$ cat src/rtl/rst_seq_pkg.sv
// rst_seq_pkg: shared types and helpers for the reset sequencer.
//   seq_state_e  - sequencer states
//   clog2        - ceiling log2 usable in constant expressions
//   calc_cnt_w   - width of the shared hold/gap/timeout counter
package rst_seq_pkg;

   typedef enum logic [2:0] {
      StHold,
      StWaitAck,
      StGap,
      StDone,
      StFault
   } seq_state_e;

   // Ceiling log2; clog2(1) = 0.
   function automatic int unsigned clog2(input int unsigned val);
      int unsigned res;
      res = 0;
      while ((longint'(1) << res) < longint'(val)) begin
         res++;
      end
      return res;
   endfunction

   // One counter serves all three counts, so it must hold the largest terminal value.
   function automatic int unsigned calc_cnt_w(input int unsigned hold_cycles,
                                              input int unsigned gap_cycles,
                                              input int unsigned ack_timeout);
      int unsigned max_val;
      max_val = hold_cycles;
      if (gap_cycles > max_val) max_val = gap_cycles;
      if (ack_timeout > max_val) max_val = ack_timeout;
      return clog2(max_val + 1);
   endfunction

endpackage

$ cat src/rtl/rst_seq_timer.sv
// rst_seq_timer: up-counter shared by the hold, gap and ack-timeout counts.
// Ports:
//   clk_50m  - system clock
//   rst      - synchronous active-high reset, clears the count
//   clr      - clear the count this edge (state change / restart)
//   en       - advance the count this edge
//   term     - terminal value loaded by the caller for the current count
//   expired  - count has reached term; the count saturates there
module rst_seq_timer #(
   parameter int unsigned CNT_W = 11
) (
   input  logic             clk_50m,
   input  logic             rst,
   input  logic             clr,
   input  logic             en,
   input  logic [CNT_W-1:0] term,
   output logic             expired
);

   logic [CNT_W-1:0] cnt_q, cnt_d;

   assign expired = (cnt_q == term);

   always_comb begin
      cnt_d = cnt_q;
      if (clr) begin
         cnt_d = '0;
      end else if (en && !expired) begin
         cnt_d = cnt_q + CNT_W'(1);
      end
   end

   always_ff @(posedge clk_50m) begin
      if (rst) begin
         cnt_q <= '0;
      end else begin
         cnt_q <= cnt_d;
      end
   end

endmodule

$ cat src/rtl/rst_seq.sv
// rst_seq: releases subsystem resets in order, each after the previous stage acks.
// A lost ack or an ack timeout forces all resets back on and raises a sticky fault;
// soft_rst_req restarts the whole sequence without a board reset.
// Ports:
//   clk_50m       - system clock
//   rst           - synchronous active-high reset
//   soft_rst_req  - single-cycle restart request
//   stage_ack     - per-stage ready levels (bit i valid once rst_out[i] is released)
//   rst_out       - per-stage active-high resets
//   seq_done      - all stages released and acknowledged
//   seq_fault     - sticky abort flag
//   fault_stage   - index of the stage that caused the last fault
module rst_seq
   import rst_seq_pkg::*;
#(
   parameter int unsigned N_STAGES    = 4,
   parameter int unsigned HOLD_CYCLES = 16,
   parameter int unsigned GAP_CYCLES  = 8,
   parameter int unsigned ACK_TIMEOUT = 1024
) (
   input  logic                          clk_50m,
   input  logic                          rst,
   input  logic                          soft_rst_req,
   input  logic [N_STAGES-1:0]           stage_ack,
   output logic [N_STAGES-1:0]           rst_out,
   output logic                          seq_done,
   output logic                          seq_fault,
   output logic [clog2(N_STAGES)-1:0]    fault_stage
);

   localparam int unsigned CNT_W = calc_cnt_w(HOLD_CYCLES, GAP_CYCLES, ACK_TIMEOUT);
   localparam int unsigned IDX_W = clog2(N_STAGES);

   // Terminal values: a count of C cycles expires when the counter reads C-1.
   localparam logic [CNT_W-1:0] HOLD_TERM = CNT_W'(HOLD_CYCLES - 1);
   localparam logic [CNT_W-1:0] GAP_TERM  = CNT_W'(GAP_CYCLES - 1);
   localparam logic [CNT_W-1:0] TMO_TERM  = CNT_W'(ACK_TIMEOUT - 1);
   localparam logic [IDX_W-1:0] LAST_IDX  = IDX_W'(N_STAGES - 1);

   seq_state_e          state_q, state_d;
   logic [IDX_W-1:0]    idx_q, idx_d, idx_nxt;
   // rst_out_q doubles as the (inverted) released-stage mask.
   logic [N_STAGES-1:0] rst_out_q, rst_out_d;
   logic                seq_done_q, seq_done_d;
   logic                seq_fault_q, seq_fault_d;
   logic [IDX_W-1:0]    fault_stage_q, fault_stage_d;

   logic [N_STAGES-1:0] acked, lost;
   logic [IDX_W-1:0]    lost_idx;

   logic                tmr_clr, tmr_en, tmr_exp;
   logic [CNT_W-1:0]    tmr_term;

   assign idx_nxt = idx_q + IDX_W'(1);

   // Acknowledged stages are the released ones, minus the one still being waited on.
   always_comb begin
      acked = ~rst_out_q;
      if (state_q == StWaitAck) begin
         acked[idx_q] = 1'b0;
      end
      lost = acked & ~stage_ack;
      lost_idx = '0;
      // Scan downwards so the lowest lost stage wins.
      for (int k = N_STAGES - 1; k >= 0; k--) begin
         if (lost[k]) lost_idx = IDX_W'(k);
      end
   end

   // Counter terminal value and enable follow the current state.
   always_comb begin
      tmr_term = '0;
      tmr_en   = 1'b0;
      case (state_q)
         StHold: begin
            tmr_term = HOLD_TERM;
            tmr_en   = 1'b1;
         end
         StWaitAck: begin
            tmr_term = TMO_TERM;
            tmr_en   = 1'b1;
         end
         StGap: begin
            tmr_term = GAP_TERM;
            tmr_en   = 1'b1;
         end
         default: begin
            tmr_term = '0;
            tmr_en   = 1'b0;
         end
      endcase
   end

   always_comb begin
      state_d       = state_q;
      idx_d         = idx_q;
      rst_out_d     = rst_out_q;
      seq_done_d    = seq_done_q;
      seq_fault_d   = seq_fault_q;
      fault_stage_d = fault_stage_q;

      if (soft_rst_req) begin
         // fault_stage is deliberately kept for post-mortem.
         state_d     = StHold;
         idx_d       = '0;
         rst_out_d   = '1;
         seq_done_d  = 1'b0;
         seq_fault_d = 1'b0;
      end else if ((state_q == StWaitAck || state_q == StGap || state_q == StDone) && |lost) begin
         state_d       = StFault;
         idx_d         = '0;
         rst_out_d     = '1;
         seq_done_d    = 1'b0;
         seq_fault_d   = 1'b1;
         fault_stage_d = lost_idx;
      end else begin
         case (state_q)
            StHold: begin
               if (tmr_exp) begin
                  state_d      = StWaitAck;
                  idx_d        = '0;
                  rst_out_d[0] = 1'b0;
               end
            end
            StWaitAck: begin
               if (stage_ack[idx_q]) begin
                  if (idx_q == LAST_IDX) begin
                     state_d    = StDone;
                     seq_done_d = 1'b1;
                  end else begin
                     state_d = StGap;
                  end
               end else if (tmr_exp) begin
                  state_d       = StFault;
                  idx_d         = '0;
                  rst_out_d     = '1;
                  seq_fault_d   = 1'b1;
                  fault_stage_d = idx_q;
               end
            end
            StGap: begin
               if (tmr_exp) begin
                  state_d            = StWaitAck;
                  idx_d              = idx_nxt;
                  rst_out_d[idx_nxt] = 1'b0;
               end
            end
            default: begin
               // StDone and StFault hold until a loss, soft_rst_req or rst.
               state_d = state_q;
            end
         endcase
      end
   end

   // Restart the count on every state change and on any soft restart.
   assign tmr_clr = soft_rst_req || (state_d != state_q);

   rst_seq_timer #(
      .CNT_W (CNT_W)
   ) u_timer (
      .clk_50m (clk_50m),
      .rst     (rst),
      .clr     (tmr_clr),
      .en      (tmr_en),
      .term    (tmr_term),
      .expired (tmr_exp)
   );

   always_ff @(posedge clk_50m) begin
      if (rst) begin
         state_q       <= StHold;
         idx_q         <= '0;
         rst_out_q     <= '1;
         seq_done_q    <= 1'b0;
         seq_fault_q   <= 1'b0;
         fault_stage_q <= '0;
      end else begin
         state_q       <= state_d;
         idx_q         <= idx_d;
         rst_out_q     <= rst_out_d;
         seq_done_q    <= seq_done_d;
         seq_fault_q   <= seq_fault_d;
         fault_stage_q <= fault_stage_d;
      end
   end

   assign rst_out     = rst_out_q;
   assign seq_done    = seq_done_q;
   assign seq_fault   = seq_fault_q;
   assign fault_stage = fault_stage_q;

endmodule
$ cat config.mk
export PLATFORM = sky130hd
export DESIGN_NAME = rst_seq
export DESIGN_NICKNAME = d
export VERILOG_FILES = /design/src/rtl/rst_seq_pkg.sv /design/src/rtl/rst_seq_timer.sv /design/src/rtl/rst_seq.sv
export SDC_FILE = /design/constraint.sdc
export NUM_CORES = 1
export LEC_CHECK = 0
export CORE_MARGIN = 2
export CORE_UTILIZATION = 35
export DETAILED_ROUTE_END_ITERATION = 6
export GPL_TIMING_DRIVEN = 0
export HOLD_SLACK_MARGIN = 0.08
export PLACE_DENSITY = 0.63
export SLEW_MARGIN = 20
export SYNTH_ARGS = -nofsm -noshare
export SYNTH_HDL_FRONTEND = slang
export SYNTH_SLANG_ARGS = --single-unit
$ cat constraint.sdc
create_clock -name clk_50m -period 2.6 [get_ports clk_50m]
set_input_delay 0.52 -clock clk_50m [delete_from_list [all_inputs] [get_ports clk_50m]]
set_output_delay 0.52 -clock clk_50m [all_outputs]
set_load 0.1 [all_outputs]
## Yosys cells after proc, flatten, opt, wreduce, memory -nomap -nowiden

Index checks and enable logic that the tools add are counted.

| cells by class | value |
|---|---|
| add/subtract/negate cells | 2 |
| multiply operators | 0 |
| div/mod/pow operators | 0 |
| order comparisons | 4 |
| equality and inequality tests | 11 |
| shift operators | 0 |
| multiplexer cells | 38 |
| bitwise logic cells | 8 |
| reduce and logical (&&, ||, !) cells | 25 |

Operator list:

| cell | number |
|---|---|
| case mux 10 bit (3 select lines) | 1 |
| 2-to-1 mux 2 bit | 11 |
| 2-to-1 mux 4 bit | 4 |
| inverter 4 bit | 4 |
| 2-to-1 mux 3 bit | 5 |
| AND 4 bit | 3 |
| case mux 3 bit (2 select lines) | 2 |
| adder 11 x 1 -> 11 bit (second input constant) | 1 |
| == test 11 x 10 -> 1 bit | 1 |
| 2-to-1 mux 1 bit | 10 |
| AND reduction 3 bit | 3 |
| AND reduction 4 bit | 2 |
| == test 3 x 2 -> 1 bit (second input constant) | 2 |
| less-than comparator 2 x 3 -> 1 bit (second input constant) | 2 |
| inequality test 2 x 1 -> 1 bit (second input constant) | 3 |
| case mux 2 bit (3 select lines) | 1 |
| nonzero test 2 bit | 3 |
| OR reduction 2 bit | 3 |
| OR reduction 3 bit | 2 |
| AND reduction 5 bit | 1 |
| demux 1 bit (select 2 bit) | 2 |
| >= comparator 2 x 1 -> 1 bit (second input constant) | 2 |
| logical AND 1 bit | 4 |
| inequality test 2 bit (second input constant) | 2 |
| 12 further kinds | 14 |

| word-level totals | value |
|---|---|
| flip-flop bits (word level) | 24 |
| bits in latches | 0 |
| memory bits (writable) | 0 |
| memory bits (read-only) | 0 |
| input bits | 7 |
| output and inout bits | 8 |
| word-level logic and storage cells | 96 |
| memories kept | 0 |

## Depth between registers and ports, before layout

Gate-level depths: netlist of the first run.

| depth | value |
|---|---|
| word-level depth | 15 |
| depth in mapped cells | 9 |
| depth with buffers taken out | 8 |

## Cells and area by module

Synthesis of the first run repeated with hierarchy kept, for this count alone.

| unflattened totals | value |
|---|---|
| cells, all modules | 186 |
| area total of the unflattened synthesis | 1549.0 µm² |

By module, submodules not included:

| module | times used | cells an instance | area an instance (µm²) | seq. area each (µm²) |
|---|---|---|---|---|
| rst_seq | 1 | 106 | 844.6 | 260.2 |
| rst_seq_timer | 1 | 80 | 704.4 | 220.2 |

## Worst setup path after synthesis of the first run

OpenSTA, ideal clock, no wires.

| timing | value |
|---|---|
| path type | reg2reg |
| start | reg rst_out_q[3] (netlist: rst_out[3]) |
| end | reg u_timer.cnt_q[1] |
| setup time | 0.078 ns |
| data arrival time | 2.263 ns |
| required time | 2.522 ns |
| slack | 0.259 ns |
| cell stages (with the launch flop) | 8 |
| buffers on the path | 1 |
| period minus slack after synthesis | 2.341 ns |
| path through | dfxtp_1 or2_2 o32a_1 a31o_2 buf_2 nand4_1 nand2b_1 nor3_1 |

| between the ends | value |
|---|---|
| word-level cells in the longest chain between the ends | 11 |

Ends and longest elaborated chain:

| element | RTL line | RTL |
|---|---|---|
| start: declaration | rst_seq.sv:43 | `logic [N_STAGES-1:0] rst_out_q, rst_out_d;` |
| start signal: assignment | rst_seq.sv:181 | `rst_out_q <= rst_out_d;` |
| inverter 4 bit (*) | rst_seq.sv:58 | `acked = ~rst_out_q;` |
| AND 4 bit (no source line) | n/a |  |
| 2-to-1 mux 4 bit (*) | rst_seq.sv:59 | `if (state_q == StWaitAck) begin` |
| AND 4 bit (*) | rst_seq.sv:62 | `lost = acked & ~stage_ack;` |
| OR reduction 4 bit (*) | rst_seq.sv:109 | `end else if ((state_q == StWaitAck \|\| state_q == StGap \|\| state_q == StDone) && \|lost) begin` |
| logical AND 1 bit (*) | rst_seq.sv:109 |  |
| 2-to-1 mux 3 bit (*) | rst_seq.sv:109 |  |
| 2-to-1 mux 3 bit (*) | rst_seq.sv:102 | `if (soft_rst_req) begin` |
| inequality test 3 bit (*) | rst_seq.sv:157 | `assign tmr_clr = soft_rst_req \|\| (state_d != state_q);` |
| logical OR 1 bit (*) | rst_seq.sv:157 |  |
| OR reduction 2 bit (no source line) (*) | n/a |  |
| end signal: assignment | rst_seq_timer.sv:37 | `cnt_q <= cnt_d;` |
| end: declaration | rst_seq_timer.sv:20 | `logic [CNT_W-1:0] cnt_q, cnt_d;` |

Every way passes the cells marked *; elsewhere a longest branch is shown, timed or not.
A chain may end at the register's enable or synchronous reset.

## Worst setup path in the final report of the first run

| timing | value |
|---|---|
| start | reg state_q[0] |
| end | reg idx_q[0] |

| between the ends | value |
|---|---|
| word-level cells in the longest chain between the ends | 6 |
| elaborated cells between the ends (all ways) | 20 |
| classes of those cells | 6 x eq/ne; 5 x mux; 1 x bitwise; 8 x reduce/logical |

Ends and longest elaborated chain:

| element | RTL line | RTL |
|---|---|---|
| start: declaration | rst_seq.sv:40 | `seq_state_e state_q, state_d;` |
| start signal: assignment | rst_seq.sv:172 | `state_q <= StHold;` |
| start signal: assignment | rst_seq.sv:179 | `state_q <= state_d;` |
| == test 3 x 2 -> 1 bit, or another cell as far along | rst_seq.sv:74, rst_seq.sv:109, rst_seq.sv:117 |  |
| case mux 10 bit (3 select lines) / 2-to-1 mux 4 bit (equally long branches) | rst_seq.sv:74, rst_seq.sv:59 |  |
| == test 11 x 10 -> 1 bit / AND 4 bit (equally long branches) | rst_seq_timer.sv:22, rst_seq.sv:62 |  |
| 2-to-1 mux 2 bit / OR reduction 4 bit (equally long branches) | n/a |  |
| 2-to-1 mux 2 bit / logical AND 1 bit (equally long branches) | n/a |  |
| case mux 2 bit (3 select lines) / OR reduction 3 bit (equally long branches) | n/a |  |
| end signal: assignment | rst_seq.sv:180 | `idx_q <= idx_d;` |
| end: declaration | rst_seq.sv:41 | `logic [IDX_W-1:0] idx_q, idx_d, idx_nxt;` |

Several ways; a longest one is shown, not always the timed one. The select of a mux whose other input is x is not followed.

==> PnR_summary.wiki, run 1 <==
{| class="wikitable"
! Metric !! Value
|-
| Core area || ~0.0039 mm^2
|-
| Worst slew pin tran || approximately 960 ps
|-
| Synth Area in XOR/XNOR || under 10%
|-
| Result of the run || complete, no violations
|-
| Overall die width || just under 70 um
|-
| Sink count of the clock tree || 24
|-
| Kind of cell adding the most delay to the critical path || simple AND/OR/NAND/NOR gates
|-
| Avg Inst Size Synth || approximately 8.4 um^2
|-
| Total Die Area || 0.004583 mm^2
|-
| Fin nets || 205
|-
| Synth Area in Compound Gates || between 10% and 20%
|-
| Total of hold buffers inserted after clock tree synthesis || 0
|-
| Wirelength, routed || about 3.0 mm
|-
| Required @ worst endpoint || roughly 2800 ps
|-
| CP max stage cell || sky130_fd_sc_hd__or3_4
|-
| Post-Synthesis Cells || ~170
|-
| Largest net degree at the start of global routing || 14
|-
| Hold Vio Cnt, Final || 0
|-
| Total chip power || about 660 uW
|-
| Most used DFF post-synth || sky130_fd_sc_hd__dfxtp_1
|-
| Max-slew headroom at the worst pin || a little over a third
|-
| Fraction of the cycle the final worst path needs || a little over nine tenths
|-
| Total clock buffers created by CTS || 3
|-
| Final design utilization || ~44%
|-
| Crit path cell chain || buf_6 -> or3b_1 -> or3_4 -> a211oi_4 -> buf_4 -> nand3_4 -> or3_1 -> a21oi_2
|-
| Peak ir drop on the vdd network || 212.8 uV
|-
| Post-DR vias/cell || between 5 and 6
|-
| Achievable Freq || around 400 MHz
|-
| Leftover overflow at the end of global routing || 0
|-
| Count of pins over their slew limit || 0
|-
| Drt first pass iters || 4
|-
| Cell at the root of the clock tree || sky130_fd_sc_hd__clkbuf_8
|-
| DP Area || between 0.0015 and 0.002 mm^2
|-
| HPWL after detailed placement || roughly 2.2 mm
|-
| Row Count || 23
|-
| Crit path kind || reg2reg
|-
| Syn Std Cell Area || 0.001420 mm^2
|-
| Smallest hold slack || 475.9 ps
|-
| Remaining routing DRC violations || 0
|-
| Fraction of synthesized area in multiplexers || 2.996%
|-
| Effective utilization at floorplan || 36.02%
|-
| Data arrival time of the critical path || 2700 ps
|-
| Syn_nets || about 180
|-
| Kind of path behind the tightest hold check || reg2reg
|-
| First-pass GRT wire length || about 5 mm
|-
| Clock tree from TritonCTS || yes
|-
| Setup Viol. Count Final || 0
|-
| Quantity of I/O buffers inserted on ports || 14
|-
| Via count of the first global-routing pass || about 1100
|-
| 1st-iter DRT viols || 28
|-
| Total power density per cell area || 378.4 mW/mm^2
|-
| Post-synthesis async set-or-reset flop share || 0%
|-
| Sequential share of the synthesized area || 33.83%
|-
| Wire length per cell || roughly 13 um
|-
| Number of flops mapped to enable cells by yosys || 0
|-
| Setup clock skew after layout || between 2 and 3 ps
|-
| Remaining number of nets flagged by the antenna check after routing || 0
|-
| CTS max path bufs || 2
|-
| CTS clock-pin slew for the worst setup and hold paths || about 80 ps
|-
| Count of inserted antenna diode cells || 0
|-
| Post-route setup TNS || 0 ps
|-
| Kind of launch point of the worst setup path || flop
|-
| Ratio of cells with drive above 1 in the final layout || between 10% and 20%
|-
| Max-cap violations || 0
|-
| Die height || 67.70 um
|-
| Global Route Usage Sum || between 10 and 15%
|-
| Final Critical Period || 2487 ps
|-
| Source-to-sink clock delay at the later pin of the worst-skew pair || between 200 and 300 ps
|-
| Largest stage delay on the critical path || around 430 ps
|-
| Maximum fanout count along the critical path || 10
|-
| Simple-gate share of the synthesized area || around 30%
|-
| Dominant combinational cell family by area after synthesis || simple AND/OR/NAND/NOR gates
|-
| Reported leakage power || ~0.00058 uW
|-
| Total via count after detailed routing || between 1000 and 1500
|-
| Post-route cell area || around 0.0017 mm^2
|-
| Synthesis-stage register bit count || 24
|-
| Post-synthesis cell type count || 45
|-
| Sum of buffers and inverters on the critical path || 2
|-
| Area share of fa/ha/maj cells after synthesis || about 5.3%
|-
| GP Congestion || ~0.80
|-
| Area added between synthesis and finish || 22.11%
|-
| Fill count || just over 400
|-
| Critical path capture point type || flop
|-
| Initial antenna violation count || 0
|-
| Count of pins on the block boundary || 15
|-
| Warnings, synthesis || 0
|-
| Total number of H-tree levels || 1
|}
[registers in the layout, summed over array words and instances (netlist names)]
register / flops
u_timer.cnt_q: 11
fault_stage: 2
seq_fault: 1
state_q: 3
rst_out: 4
seq_done: 1
idx_q: 2
[worst register-to-register path, delay by kind of cell (launching register included)]
family          cells  cell delay (ps)
compound gates      2              490
flops               1              330
buf+inv             2              340
simple gates        4             1280
[final timing paths]
path,start,to,slack [ps],depth (start not counted)
setup / recovery,state_q[0],idx_q[0],110,8
hold / removal,fault_stage[0],fault_stage[0],480,2
setup reg to reg,state_q[0],idx_q[0],110,8
hold reg to reg,fault_stage[0],fault_stage[0],480,2
[stage by stage]
step / instances / setup WS, ps
3_5_place_dp: 233 / -328.9
3_3_place_gp: 233 / -319.1
2_1_floorplan: 169 / 259.0
6_report: 241 / 112.6
5_1_grt: 241 / -21.31
4_1_cts: 238 / 21.88
[area by class of cell]
cell class,instances,area (um^2),share of cell area (%)
Inverter,3,11.26,0.6494
Timing Repair Buffer,18,170.2,9.812
Tap cell,50,62.56,3.608
Sequential cell,24,480.5,27.71
Buffer,6,35.03,2.020
Clock buffer,4,55.05,3.175
Multi-Input combinational cell,136,919.6,53.03
[synthesized netlist by cell type (3+ instances only)]
| cell type | count | area, um^2 |
|---|---|---|
| sky130_fd_sc_hd__a211o_1 | 3 | 26.28 |
| sky130_fd_sc_hd__a21o_1 | 4 | 30.03 |
| sky130_fd_sc_hd__a21oi_1 | 11 | 55.05 |
| sky130_fd_sc_hd__and3_1 | 3 | 18.77 |
| sky130_fd_sc_hd__buf_2 | 4 | 20.02 |
| sky130_fd_sc_hd__dfxtp_1 | 24 | 480.5 |
| sky130_fd_sc_hd__ha_1 | 6 | 75.07 |
| sky130_fd_sc_hd__inv_1 | 3 | 11.26 |
| sky130_fd_sc_hd__nand2_1 | 19 | 71.32 |
| sky130_fd_sc_hd__nand2b_1 | 5 | 31.28 |
| sky130_fd_sc_hd__nand3_1 | 6 | 30.03 |
| sky130_fd_sc_hd__nand4_1 | 5 | 31.28 |
| sky130_fd_sc_hd__nor2_1 | 15 | 56.30 |
| sky130_fd_sc_hd__nor3_1 | 11 | 55.05 |
| sky130_fd_sc_hd__o21ai_0 | 6 | 30.03 |
| sky130_fd_sc_hd__or2_2 | 3 | 18.77 |
| sky130_fd_sc_hd__xnor2_1 | 4 | 35.03 |
| sky130_fd_sc_hd__xor2_1 | 4 | 35.03 |
[metal layers]
metal	routed length (um)	GRT usage, %
met3	130	3.667
met1	1534	19.29
met2	1340	23.90
met4	16	3.827
met5	0	0
[timing repair]
item	CTS	global route
gates resized for setup	1	3
endpoints found under the setup margin	11	5
pin swaps	1	1
hold endpoints to repair	0	0
setup buffers	1	3
[placed cells by master, fill, tap and decap left out, types with 4 or more instances in the layout]
cell type / Yosys / final
sky130_fd_sc_hd__nor3_1: 11 / 11
sky130_fd_sc_hd__buf_4: 0 / 4
sky130_fd_sc_hd__nand2_1: 19 / 19
sky130_fd_sc_hd__buf_2: 4 / 4
sky130_fd_sc_hd__dfxtp_1: 24 / 24
sky130_fd_sc_hd__ha_1: 6 / 6
sky130_fd_sc_hd__clkbuf_8: 0 / 4
sky130_fd_sc_hd__xnor2_1: 4 / 4
sky130_fd_sc_hd__xor2_1: 4 / 4
sky130_fd_sc_hd__nand4_1: 5 / 5
sky130_fd_sc_hd__a21o_1: 4 / 4
sky130_fd_sc_hd__nand2b_1: 5 / 5
sky130_fd_sc_hd__clkdlybuf4s50_1: 0 / 14
sky130_fd_sc_hd__a21oi_1: 11 / 10
sky130_fd_sc_hd__nor2_1: 15 / 15
sky130_fd_sc_hd__nand3_1: 6 / 6
sky130_fd_sc_hd__o21ai_0: 6 / 6
[kinds of logic (layout without fill, tap and decap cells)]
family          Yosys count  in the layout
simple gates             80             80
mux                       3              3
xor+xnor                  8              8
fa+ha+maj                 6              6
flops                    24             24
compound gates           39             39
buf+inv                   9             31
[where the power goes]
part | internal [uW] | leakage (uW) | total, uW | switching [uW]
Combinational | 15.1 | 0.000361 | 29.7 | 14.6
Sequential | 369 | 0.000194 | 370 | 1.58
Clock | 135 | 0.0000288 | 256 | 121
Total | 519 | 0.000584 | 656 | 137
No activity file was read; power rests on OpenSTA's default activity.
==> inputs of run 2 (changes only) <==
ABC_CLOCK_PERIOD_IN_PS = 2600   (was default)
CAP_MARGIN = 20   (was default)
==> results of run 2 <==
Same layout as run 1: the final DEF is identical, and so are final timing and power.
==> inputs of run 3 (changes only) <==
==> constraint.sdc (replaced) <==
create_clock -name clk_50m -period 2.6 [get_ports clk_50m]
set_input_delay 0.52 -clock clk_50m [delete_from_list [all_inputs] [get_ports clk_50m]]
set_output_delay 0.52 -clock clk_50m [all_outputs]
set_load 0.01 [all_outputs]
==> results of run 3 <==
Same layout as run 1 (identical final DEF). Status: complete, no violations.
